<file path="src/rtl/ecdsa_mul_pkg.sv">
// ---------------------------------------------------------------------------
// ecdsa_mul_pkg
// Shared definitions for the wide-operand multiplier datapath.
//   - DEF_WORD_W / DEF_OP_W / DEF_LANES : default limb width, wide operand
//     width and number of parallel limb multipliers
//   - IDLE_ENC / MUL_ENC / FLUSH_ENC / FIN_ENC : state encodings, plus the
//     mul_state_e enum built from them
//   - calc_passes / calc_res_w : derived pass count and result width
// No ports (package).
// ---------------------------------------------------------------------------
package ecdsa_mul_pkg;

    localparam int DEF_WORD_W = 16;
    localparam int DEF_OP_W   = 256;
    localparam int DEF_LANES  = 4;

    localparam logic [1:0] IDLE_ENC  = 2'd0;
    localparam logic [1:0] MUL_ENC   = 2'd1;
    localparam logic [1:0] FLUSH_ENC = 2'd2;
    localparam logic [1:0] FIN_ENC   = 2'd3;

    typedef enum logic [1:0] {
        IDLE  = IDLE_ENC,
        MUL   = MUL_ENC,
        FLUSH = FLUSH_ENC,
        FIN   = FIN_ENC
    } mul_state_e;

    // Number of LANES-wide slices the wide operand is split into.
    function automatic int calc_passes(input int op_w, input int word_w, input int lanes);
        return op_w / (word_w * lanes);
    endfunction

    // Exact product width of a word_w-bit scalar times an op_w-bit operand.
    function automatic int calc_res_w(input int op_w, input int word_w);
        return op_w + word_w;
    endfunction

endpackage

</file>
<file path="src/rtl/mul_16x16.sv">
// ---------------------------------------------------------------------------
// mul_16x16
// Single limb multiplier: unsigned WORD_W x WORD_W -> 2*WORD_W, purely
// combinational. One instance per lane in the wide multiplier.
// Ports:
//   a  in  WORD_W     limb operand
//   b  in  WORD_W     limb operand
//   p  out 2*WORD_W   exact product a*b
// ---------------------------------------------------------------------------
module mul_16x16
    import ecdsa_mul_pkg::*;
#(
    parameter int WORD_W = DEF_WORD_W
) (
    input  logic [WORD_W-1:0]   a,
    input  logic [WORD_W-1:0]   b,
    output logic [2*WORD_W-1:0] p
);

    assign p = (2*WORD_W)'(a) * (2*WORD_W)'(b);

endmodule

</file>
<file path="src/rtl/mul_lane_slice.sv">
// ---------------------------------------------------------------------------
// mul_lane_slice
// Stage-2 combine for one pass: sums the LANES registered limb products at
// their limb offsets, the carry word from the previous pass and, when
// MUL_ACC_EN is defined, the matching chunk of the accumulate operand.
// Config macro: MUL_ACC_EN (adds the acc_chunk input).
// Ports:
//   prod       in   LANES x 2*WORD_W     products a*b_chunk[j]
//   carry_in   in   WORD_W               carry word from the previous pass
//   acc_chunk  in   LANES*WORD_W         addend chunk (MUL_ACC_EN only)
//   sum        out  (LANES+1)*WORD_W     pass sum; top word is the next carry
// ---------------------------------------------------------------------------
module mul_lane_slice
    import ecdsa_mul_pkg::*;
#(
    parameter int WORD_W = DEF_WORD_W,
    parameter int LANES  = DEF_LANES
) (
    input  logic [LANES-1:0][2*WORD_W-1:0] prod,
    input  logic [WORD_W-1:0]              carry_in,
`ifdef MUL_ACC_EN
    input  logic [LANES*WORD_W-1:0]        acc_chunk,
`endif
    output logic [(LANES+1)*WORD_W-1:0]    sum
);

    localparam int SW = (LANES + 1) * WORD_W;

    logic [SW-1:0] total;

    // The bound (2^CW-1)*(2^W-1) + (2^W-1) + (2^CW-1) is below 2^SW, so the
    // top word of total always fits in one carry word.
    always_comb begin
        total = SW'(carry_in);
`ifdef MUL_ACC_EN
        total = total + SW'(acc_chunk);
`else
        // Without the accumulate term only the carry and products contribute.
`endif
        for (int j = 0; j < LANES; j++) begin
            total = total + (SW'(prod[j]) << (j * WORD_W));
        end
    end

    assign sum = total;

endmodule

</file>
<file path="src/rtl/mul_word_by_wide_mac.sv">
// ---------------------------------------------------------------------------
// mul_word_by_wide_mac
// Iterative multiplier: WORD_W-bit scalar times OP_W-bit operand giving the
// exact (OP_W+WORD_W)-bit product, LANES limbs per pass, with a
// start/busy/done handshake. Optional accumulate term under MUL_ACC_EN.
// Config macro: MUL_ACC_EN (adds acc_in, result = a*b + acc_in).
// Ports:
//   clk     in   1        rising-edge clock
//   reset   in   1        asynchronous active-high reset (aborts an operation)
//   start   in   1        request, sampled only in IDLE
//   a       in   WORD_W   scalar, captured on accepted start
//   b       in   OP_W     wide operand, captured on accepted start
//   acc_in  in   OP_W     addend, captured on accepted start (MUL_ACC_EN only)
//   busy    out  1        high from the cycle after acceptance until done
//   done    out  1        one-cycle pulse when out is valid
//   out     out  RES_W    result, held until the next accepted start
// ---------------------------------------------------------------------------
module mul_word_by_wide_mac
    import ecdsa_mul_pkg::*;
#(
    parameter int WORD_W = DEF_WORD_W,
    parameter int OP_W   = DEF_OP_W,
    parameter int LANES  = DEF_LANES
) (
    input  logic                   clk,
    input  logic                   reset,
    input  logic                   start,
    input  logic [WORD_W-1:0]      a,
    input  logic [OP_W-1:0]        b,
`ifdef MUL_ACC_EN
    input  logic [OP_W-1:0]        acc_in,
`endif
    output logic                   busy,
    output logic                   done,
    output logic [OP_W+WORD_W-1:0] out
);

    localparam int PASSES = calc_passes(OP_W, WORD_W, LANES);
    localparam int RES_W  = calc_res_w(OP_W, WORD_W);
    localparam int CW     = WORD_W * LANES;
    localparam int SW     = CW + WORD_W;
    localparam int PASS_W = (PASSES > 1) ? $clog2(PASSES) : 1;

    mul_state_e                      state_q, state_d;
    logic [WORD_W-1:0]               a_q, a_d;
    logic [OP_W-1:0]                 b_q, b_d;
`ifdef MUL_ACC_EN
    logic [OP_W-1:0]                 acc_q, acc_d;
`endif
    logic [LANES-1:0][2*WORD_W-1:0]  prod_q, prod_d;
    logic                            prod_vld_q, prod_vld_d;
    logic [WORD_W-1:0]               carry_q, carry_d;
    logic [PASS_W-1:0]               pass_q, pass_d;
    logic                            busy_q, busy_d;
    logic                            done_q, done_d;
    logic [RES_W-1:0]                out_q, out_d;

    logic [LANES-1:0][2*WORD_W-1:0]  lane_prod;
    logic [SW-1:0]                   sum;
    logic [CW+OP_W-1:0]              out_shift;

    // Stage 1: b_q is shifted down every MUL cycle, so the lanes always
    // multiply the lowest LANES limbs of what is left of the operand.
    for (genvar j = 0; j < LANES; j++) begin : g_lane
        mul_16x16 #(
            .WORD_W (WORD_W)
        ) u_mul (
            .a (a_q),
            .b (b_q[j*WORD_W +: WORD_W]),
            .p (lane_prod[j])
        );
    end

    mul_lane_slice #(
        .WORD_W (WORD_W),
        .LANES  (LANES)
    ) u_slice (
        .prod      (prod_q),
        .carry_in  (carry_q),
`ifdef MUL_ACC_EN
        .acc_chunk (acc_q[CW-1:0]),
`endif
        .sum       (sum)
    );

    always_comb begin
        state_d    = state_q;
        a_d        = a_q;
        b_d        = b_q;
`ifdef MUL_ACC_EN
        acc_d      = acc_q;
`endif
        prod_d     = prod_q;
        prod_vld_d = 1'b0;
        carry_d    = carry_q;
        pass_d     = pass_q;
        busy_d     = busy_q;
        done_d     = 1'b0;
        out_d      = out_q;
        out_shift  = {sum[CW-1:0], out_q[OP_W-1:0]};

        case (state_q)
            IDLE: begin
                if (start) begin
                    a_d     = a;
                    b_d     = b;
`ifdef MUL_ACC_EN
                    acc_d   = acc_in;
`endif
                    pass_d  = '0;
                    carry_d = '0;
                    busy_d  = 1'b1;
                    state_d = MUL;
                end
            end
            MUL: begin
                prod_d     = lane_prod;
                prod_vld_d = 1'b1;
                b_d        = b_q >> CW;
                pass_d     = PASS_W'(pass_q + 1'b1);
                if (pass_q == PASS_W'(PASSES - 1)) begin
                    state_d = FLUSH;
                end
            end
            FLUSH: begin
                busy_d  = 1'b0;
                done_d  = 1'b1;
                state_d = FIN;
            end
            FIN: begin
                state_d = IDLE;
            end
            default: begin
                state_d = IDLE;
            end
        endcase

        // Stage 2 runs one cycle behind stage 1. Each pass shifts its low CW
        // bits in from the top of the OP_W field; the carry word rides in
        // the top WORD_W of out so it is already in place after the last pass.
        if (prod_vld_q) begin
            carry_d = sum[SW-1 -: WORD_W];
            out_d   = {sum[SW-1 -: WORD_W], out_shift[CW +: OP_W]};
`ifdef MUL_ACC_EN
            acc_d   = acc_q >> CW;
`endif
        end
    end

    always_ff @(posedge clk or posedge reset) begin
        if (reset) begin
            state_q    <= IDLE;
            a_q        <= '0;
            b_q        <= '0;
`ifdef MUL_ACC_EN
            acc_q      <= '0;
`endif
            prod_q     <= '0;
            prod_vld_q <= 1'b0;
            carry_q    <= '0;
            pass_q     <= '0;
            busy_q     <= 1'b0;
            done_q     <= 1'b0;
            out_q      <= '0;
        end else begin
            state_q    <= state_d;
            a_q        <= a_d;
            b_q        <= b_d;
`ifdef MUL_ACC_EN
            acc_q      <= acc_d;
`endif
            prod_q     <= prod_d;
            prod_vld_q <= prod_vld_d;
            carry_q    <= carry_d;
            pass_q     <= pass_d;
            busy_q     <= busy_d;
            done_q     <= done_d;
            out_q      <= out_d;
        end
    end

    assign busy = busy_q;
    assign done = done_q;
    assign out  = out_q;

endmodule

</file>
<file path="config.mk">
export PLATFORM = sky130hd
export DESIGN_NAME = mul_word_by_wide_mac
export DESIGN_NICKNAME = d
export VERILOG_FILES = /design/src/rtl/ecdsa_mul_pkg.sv /design/src/rtl/mul_16x16.sv /design/src/rtl/mul_lane_slice.sv /design/src/rtl/mul_word_by_wide_mac.sv
export SDC_FILE = /design/constraint.sdc
export NUM_CORES = 2
export LEC_CHECK = 0
export ABC_AREA = 0
export CAP_MARGIN = 20
export CORE_ASPECT_RATIO = 1.75
export CORE_UTILIZATION = 30
export CTS_BUF_LIST = sky130_fd_sc_hd__clkbuf_16
export CTS_CLUSTER_DIAMETER = 150
export DETAILED_ROUTE_END_ITERATION = 8
export SYNTH_ARGS = -nofsm -noshare
export SYNTH_HDL_FRONTEND = slang
export SYNTH_SLANG_ARGS = --single-unit
export TNS_END_PERCENT = 5
</file>
<file path="constraint.sdc">
create_clock -name clk -period 25.7 [get_ports clk]
set_input_delay 2.57 -clock clk [delete_from_list [all_inputs] [get_ports clk]]
set_output_delay 2.57 -clock clk [all_outputs]
set_load 0.01 [all_outputs]
</file>
# Word-level counts from Yosys, hierarchy flattened
# Index checks and enable logic that the tools add are counted.
op_classes:
  mul: 4
  eq_ne: 6
  muxes: 14
  add_sub_neg: 5
  n_reduce_logical: 10
op_table:
  columns: ["operator", "n"]
  rows:
  - ["case mux 256 bit (2 select lines)", 1]
  - ["two-way mux 256 bit", 1]
  - ["multiplier 16 x 16 -> 32 bit", 4]
  - ["adder 80 x 48 -> 80 bit", 1]
  - ["adder 80 x 64 -> 80 bit", 1]
  - ["adder 80 bit", 1]
  - ["two-way mux 16 bit", 3]
  - ["adder 16 x 32 -> 33 bit", 1]
  - ["AND reduction 2 bit", 5]
  - ["case mux 2 bit (4 select lines)", 1]
  - ["nonzero test 2 bit", 4]
  - ["equality test 2 bit, second input constant", 3]
  - ["two-way mux 2 bit", 3]
  - ["inequality test 2 bit, second input constant", 2]
  - ["case mux 2 bit (2 select lines)", 1]
  - ["two-way mux 1 bit", 3]
  - ["adder 2 x 1 -> 2 bit, second input constant", 1]
  - ["equality test 2 x 1 -> 1 bit, second input constant", 1]
  - ["logical NOT 2 bit", 1]
  - ["case mux 1 bit (2 select lines)", 1]
word_totals:
  reg_bits: 695
  word_cells: 52
  out_inout_bits: 274
  inputBits: 275

# Longest topological paths before layout
logic_depth:
  ltp_word: 5
  ltp_mapped: 27
  mapped_depth_nobuf: 27

# Hierarchy
# From an unflattened synthesis, not the netlist that was laid out.
hier_totals:
  cells_unflattened: 6427
  area_unflattened_um2: 66186.0
modules_own_cells:
  columns: ["module", "cells_each", "area_each_um2", "n_inst", "seq_area_each_um2"]
  rows:
  - ["mul_word_by_wide_mac", 1808, 27181.1, 1, 17391.7]
  - ["mul_16x16 (g_lane[0].u_mul ...)", 994, 8575.7, 2, 0.0]
  - ["mul_16x16 (g_lane[2].u_mul)", 1004, 8698.3, 1, 0.0]
  - ["mul_16x16 (g_lane[3].u_mul)", 1010, 8662.1, 1, 0.0]
  - ["mul_lane_slice", 617, 4493.1, 1, 0.0]

# Worst setup path after synthesis
# No wires, ideal clock.
synth_path:
  path_kind: "register to register"
  start: "register a_q[12]"
  end: "register prod_q[126] (netlist name)"
  synth_period_minus_slack_ns: 6.736
  path_stages_with_launch: 25
  required_ns: 25.575
  path_buffers: 2
  slack_ns: 18.964
  setup_time_ns: 0.125
  arrival_time_ns: 6.611
  path_cell_list: "dfrtp_1 > clkbuf_1 > clkbuf_1 > nand2_1 > fa_1 > fa_1 > fa_1 > inv_1 > fa_1 > fa_1 > inv_1 > fa_1 > inv_1 > ha_1 > a21o_1 > a21o_1 > a21o_1 > o21ba_2 > a211o_1 > a2111oi_2 > o21ai_1 > a31o_2 > a21oi_2 > xnor2_1 > mux2_2"
synth_via:
  elab_chain_len: 1
synth_lines:
  columns: ["item", "line_no", "source"]
  rows:
  - ["from (decl)", "mul_word_by_wide_mac.sv:45", "logic [WORD_W-1:0] a_q, a_d;"]
  - ["from (signal assigned)", "mul_word_by_wide_mac.sv:153", "a_q <= '0;"]
  - ["from (signal assigned)", "mul_word_by_wide_mac.sv:167", "a_q <= a_d;"]
  - ["multiplier 16 x 16 -> 32 bit", "mul_16x16.sv:20", "assign p = (2*WORD_W)'(a) * (2*WORD_W)'(b);"]
  - ["to (signal assigned)", "mul_word_by_wide_mac.sv:172", "prod_q <= prod_d;"]
  - ["to (decl)", "mul_word_by_wide_mac.sv:50", "logic [LANES-1:0][2*WORD_W-1:0] prod_q, prod_d;"]
# No other way between the ends.
# A chain may end at the register's enable or synchronous reset.

# Final worst setup path
layout_path:
  start: "register a_q[7]"
  end: "register prod_q[61] (netlist name)"
# The elaborated chain is that of the path after synthesis.

==> impl_metrics.csv <==
group,metric,value,unit
clock_network,cts.clk_slew.worst_paths,80,ps
worst_setup_path,path_class,"reg -> reg",
timing,drv_slew,0,
clock_network,cts_buffers,78,
worst_setup_path,cp_slowest_cell,"dfrtp_4",
worst_setup_path,path_cells,"buf_4 -> nand2_1 -> fa_1 -> inv_1 -> fa_1 -> inv_1 -> fa_1 -> inv_1 -> fa_1 -> fa_1 -> inv_1 -> fa_1 -> inv_1 -> ha_1 -> nand3_1 -> a2111oi_0 -> o211ai_1 -> a31oi_1 -> o41ai_1 -> o21bai_1 -> a211oi_1 -> o41ai_2 -> xor2_1 -> mux2_2",
yosys,yosysUniqueCellTypes,75,
worst_hold_path,min-delay-start,"b_q[106]",
outcome,status,"finished, final reports clean",
clock_network,cts_root_buf,"clkbuf_16",
yosys,async_flop_share,100,%
die,dieArea,219000,sq um
worst_setup_path,r2r_slack,17930,ps
clock_network,ctsHoldBuffers,0,
clock_network,cts_resized,0,
final_layout,layout.nets,8422,
yosys,netlist_area,65000,sq um
timing,finalSetupViolCount,0,
yosys,avgSynthCellArea,10.0,sq um
worst_setup_path,crit_fanout,39,
yosys,syn_nets,8077,
die,fp.dieH,618,microns
timing,fmax,129,MHz
die,coreArea,215000,sq um
die,initial_utilization,30.2,%
global_routing,grt_use_met1,19.2,%
worst_hold_path,hold_depth,2,
final_layout,syn_to_final_growth,16.8,%
timing,fin_crit_sh,30.3,%
timing,rsz0062_at_grt,"no",
yosys,ys_seq_elements,695,
global_routing,grt_use_total,16.4,%
worst_setup_path,crit_required,26280,ps
global_routing,antenna_found_initial,16,
die,fp-row-count,225,
die,die_w,354,microns
final_layout,multi_input_area,42700,sq um
worst_setup_path,arrival,8350,ps
place,port_buffers,548,
yosys,ys_seq_area_share,26.8,%
timing,worst_slack,17930,ps
worst_setup_path,worstReg2RegEnd,"prod_q[61]",
worst_hold_path,min_to,"b_q[106]",
worst_setup_path,timing.rr.start,"a_q[7]",
flow_run,cap_violations,0,
place,post-place-ws,18020,ps
global_routing,grt-ovfl-total,0,
drt,wirelength,178000,microns
global_routing,grt_max_degree,218,
clock_network,cts.htree.levels,3,
final_layout,ff_latch_area,17400,sq um
clock_network,clock-sinks,695,
clock_network,clk_path_buf_depth,3,
timing,post-route-min-period,7770,ps
worst_setup_path,max_stage_delay,660,ps
drt,dr.pass1.iters,8,
final_layout,nFillCells,21900,
timing,tightestPinTransition,1140,ps
drt,ant_nets,0,
clock_network,tritoncts,"yes",
global_routing,grt_pass1_wl,283000,microns
worst_setup_path,critPathLaunchType,"register",
worst_setup_path,ff2ff_path_depth,24,
drt,drt_iter0_markers,2281,
clock_network,post_cts_buffers,0,
yosys,synthCells,6492,
worst_setup_path,crit_path_frequent_cell,"fa_1",
final_layout,drive_above_1_share,8.41,%
yosys,synthFlopType,"dfrtp_1",
timing,relSlewSlack,24.1,%
drt,post-route-drc-count,0,
global_routing,top_usage_layer,"met2",
worst_hold_path,min_path_type,"reg -> reg",
worst_setup_path,cp-end-kind,"register",
timing,finalSetupTns,0,ps
drt,routed_via_density,4.77,
global_routing,grt_util_met2,29.3,%
place,dp_hpwl,137000,microns
timing,hold_violations,0,
timing,clock-skew-final,29.4,ps
place,place_congestion,0.876,
global_routing,first_global_vias,50300,
yosys,yosys_warnings,0,
drt,wl_per_cell,18.3,microns
drt,route.vias.total,46500,
yosys,synth_edf_count,0,
global_routing,use_met3,2.59,%
die,ioPinCount,549,
clock_network,clk_latency,690,ps
-- cells in the final DEF (no fill, tap or decap), types with 7 or more instances in the layout --
cell,netlist,routed
a211oi_1,26,26
a21o_1,93,93
fa_1,779,779
mux2_2,353,353
buf_4,0,51
o21ai_1,11,10
mux2i_1,196,196
nor2_1,127,126
ha_1,531,530
nor3_1,25,25
xor2_1,58,58
nand2_1,869,869
and2_1,476,476
clkbuf_16,0,80
o21ai_0,282,282
nand2b_1,18,18
a21oi_1,163,163
clkinv_1,0,7
dfrtp_1,695,685
clkinv_2,0,14
and3_1,21,21
bufinv_16,0,8
o211ai_1,9,9
nand4_1,12,12
and4_1,7,7
o21a_1,18,18
clkdlybuf4s50_1,0,548
a211o_1,8,8
a22o_1,65,65
inv_1,964,975
nor2b_1,13,13
o21bai_1,24,24
xnor2_1,133,133
nand3_1,42,42
a31oi_1,31,31
-- cells in the mapped netlist (127+ instances only) --
| cell type | count | area, sq um |
|---|---|---|
| o21ai_0 | 282 | 1410 |
| and2_1 | 476 | 2980 |
| xnor2_1 | 133 | 1160 |
| a21oi_1 | 163 | 816 |
| ha_1 | 531 | 6640 |
| dfrtp_1 | 695 | 17400 |
| nand2_1 | 869 | 3260 |
| fa_1 | 779 | 15600 |
| mux2_2 | 353 | 3980 |
| clkbuf_1 | 338 | 1270 |
| mux2i_1 | 196 | 1960 |
| nor2_1 | 127 | 477 |
| inv_1 | 964 | 3620 |
-- flip-flops by register name, indices dropped and copies added (netlist names) --
name        cells
busy            1
done            1
state_q         2
out           272
prod_q        128
prod_vld_q      1
carry_q        16
pass_q          2
a_q            16
b_q           256
-- worst max-delay path by stage --
stage / from / to / slack [ps] / cells past startpoint
floorplan: reset / a_q[0] / 3640 / 1
global placement: prod_q[0] / out[260] / 18090 / 26
detailed placement: a_q[11] / prod_q[61] / 18020 / 23
CTS: a_q[11] / prod_q[61] / 18020 / 23
global route: a_q[7] / prod_q[61] / 17590 / 24
finish: a_q[7] / prod_q[61] / 17930 / 24
-- critical path, delay by kind of cell, from the launching register on --
| kind | cells | cell delay [ps] |
|---|---|---|
| adder cells (fa/ha/maj) | 7 | 3390 |
| AO/OA/AOI/OAI | 7 | 2130 |
| buffers and inverters | 6 | 780 |
| flip-flops | 1 | 660 |
| AND/OR/NAND/NOR | 2 | 270 |
| multiplexers | 1 | 270 |
| XOR/XNOR | 1 | 110 |
-- area by class of cell --
class / count / area share, %
inverter: 964 / 4.78
antenna: 3 / 0.00989
timing repair buffer: 605 / 7.91
tap: 2837 / 4.68
clock buffer: 80 / 2.64
multi-input combinational: 4493 / 56.3
clock inverter: 61 / 0.763
sequential: 695 / 22.9
-- through the flow --
stage          instances  area, sq um  utilization [%]  hold WS, ps
2_1_floorplan       6492        65000                -          450
3_3_place_gp        9592        73300             34.1          460
3_5_place_dp        9592        73300             34.1          469
4_1_cts             9733        75900             35.3          482
5_1_grt             9737        75900             35.3          498
6_report            9738        75900             35.3          476
-- kinds of logic (layout without fill, tap and decap cells) --
group	Yosys count	in the layout	share of synthesized area, %
multiplexers	549	549	9.13
AO/OA/AOI/OAI	805	805	7.92
other	0	3	0
XOR/XNOR	191	191	2.57
adder cells (fa/ha/maj)	1310	1310	34.2
AND/OR/NAND/NOR	1638	1638	11.9
buffers and inverters	1304	1710	7.53
flip-flops	695	695	26.8
-- routing by layer --
layer / vias up / part of all wire, %
met4: 24 / 4.6
met3: 367 / 4.9
li1: 21400 / -
met2: 1212 / 50
met5: - / 0.090
met1: 23400 / 40
Power is not shown: default switching activity piles up to over one toggle a cycle in this logic, so the estimate is an artifact.
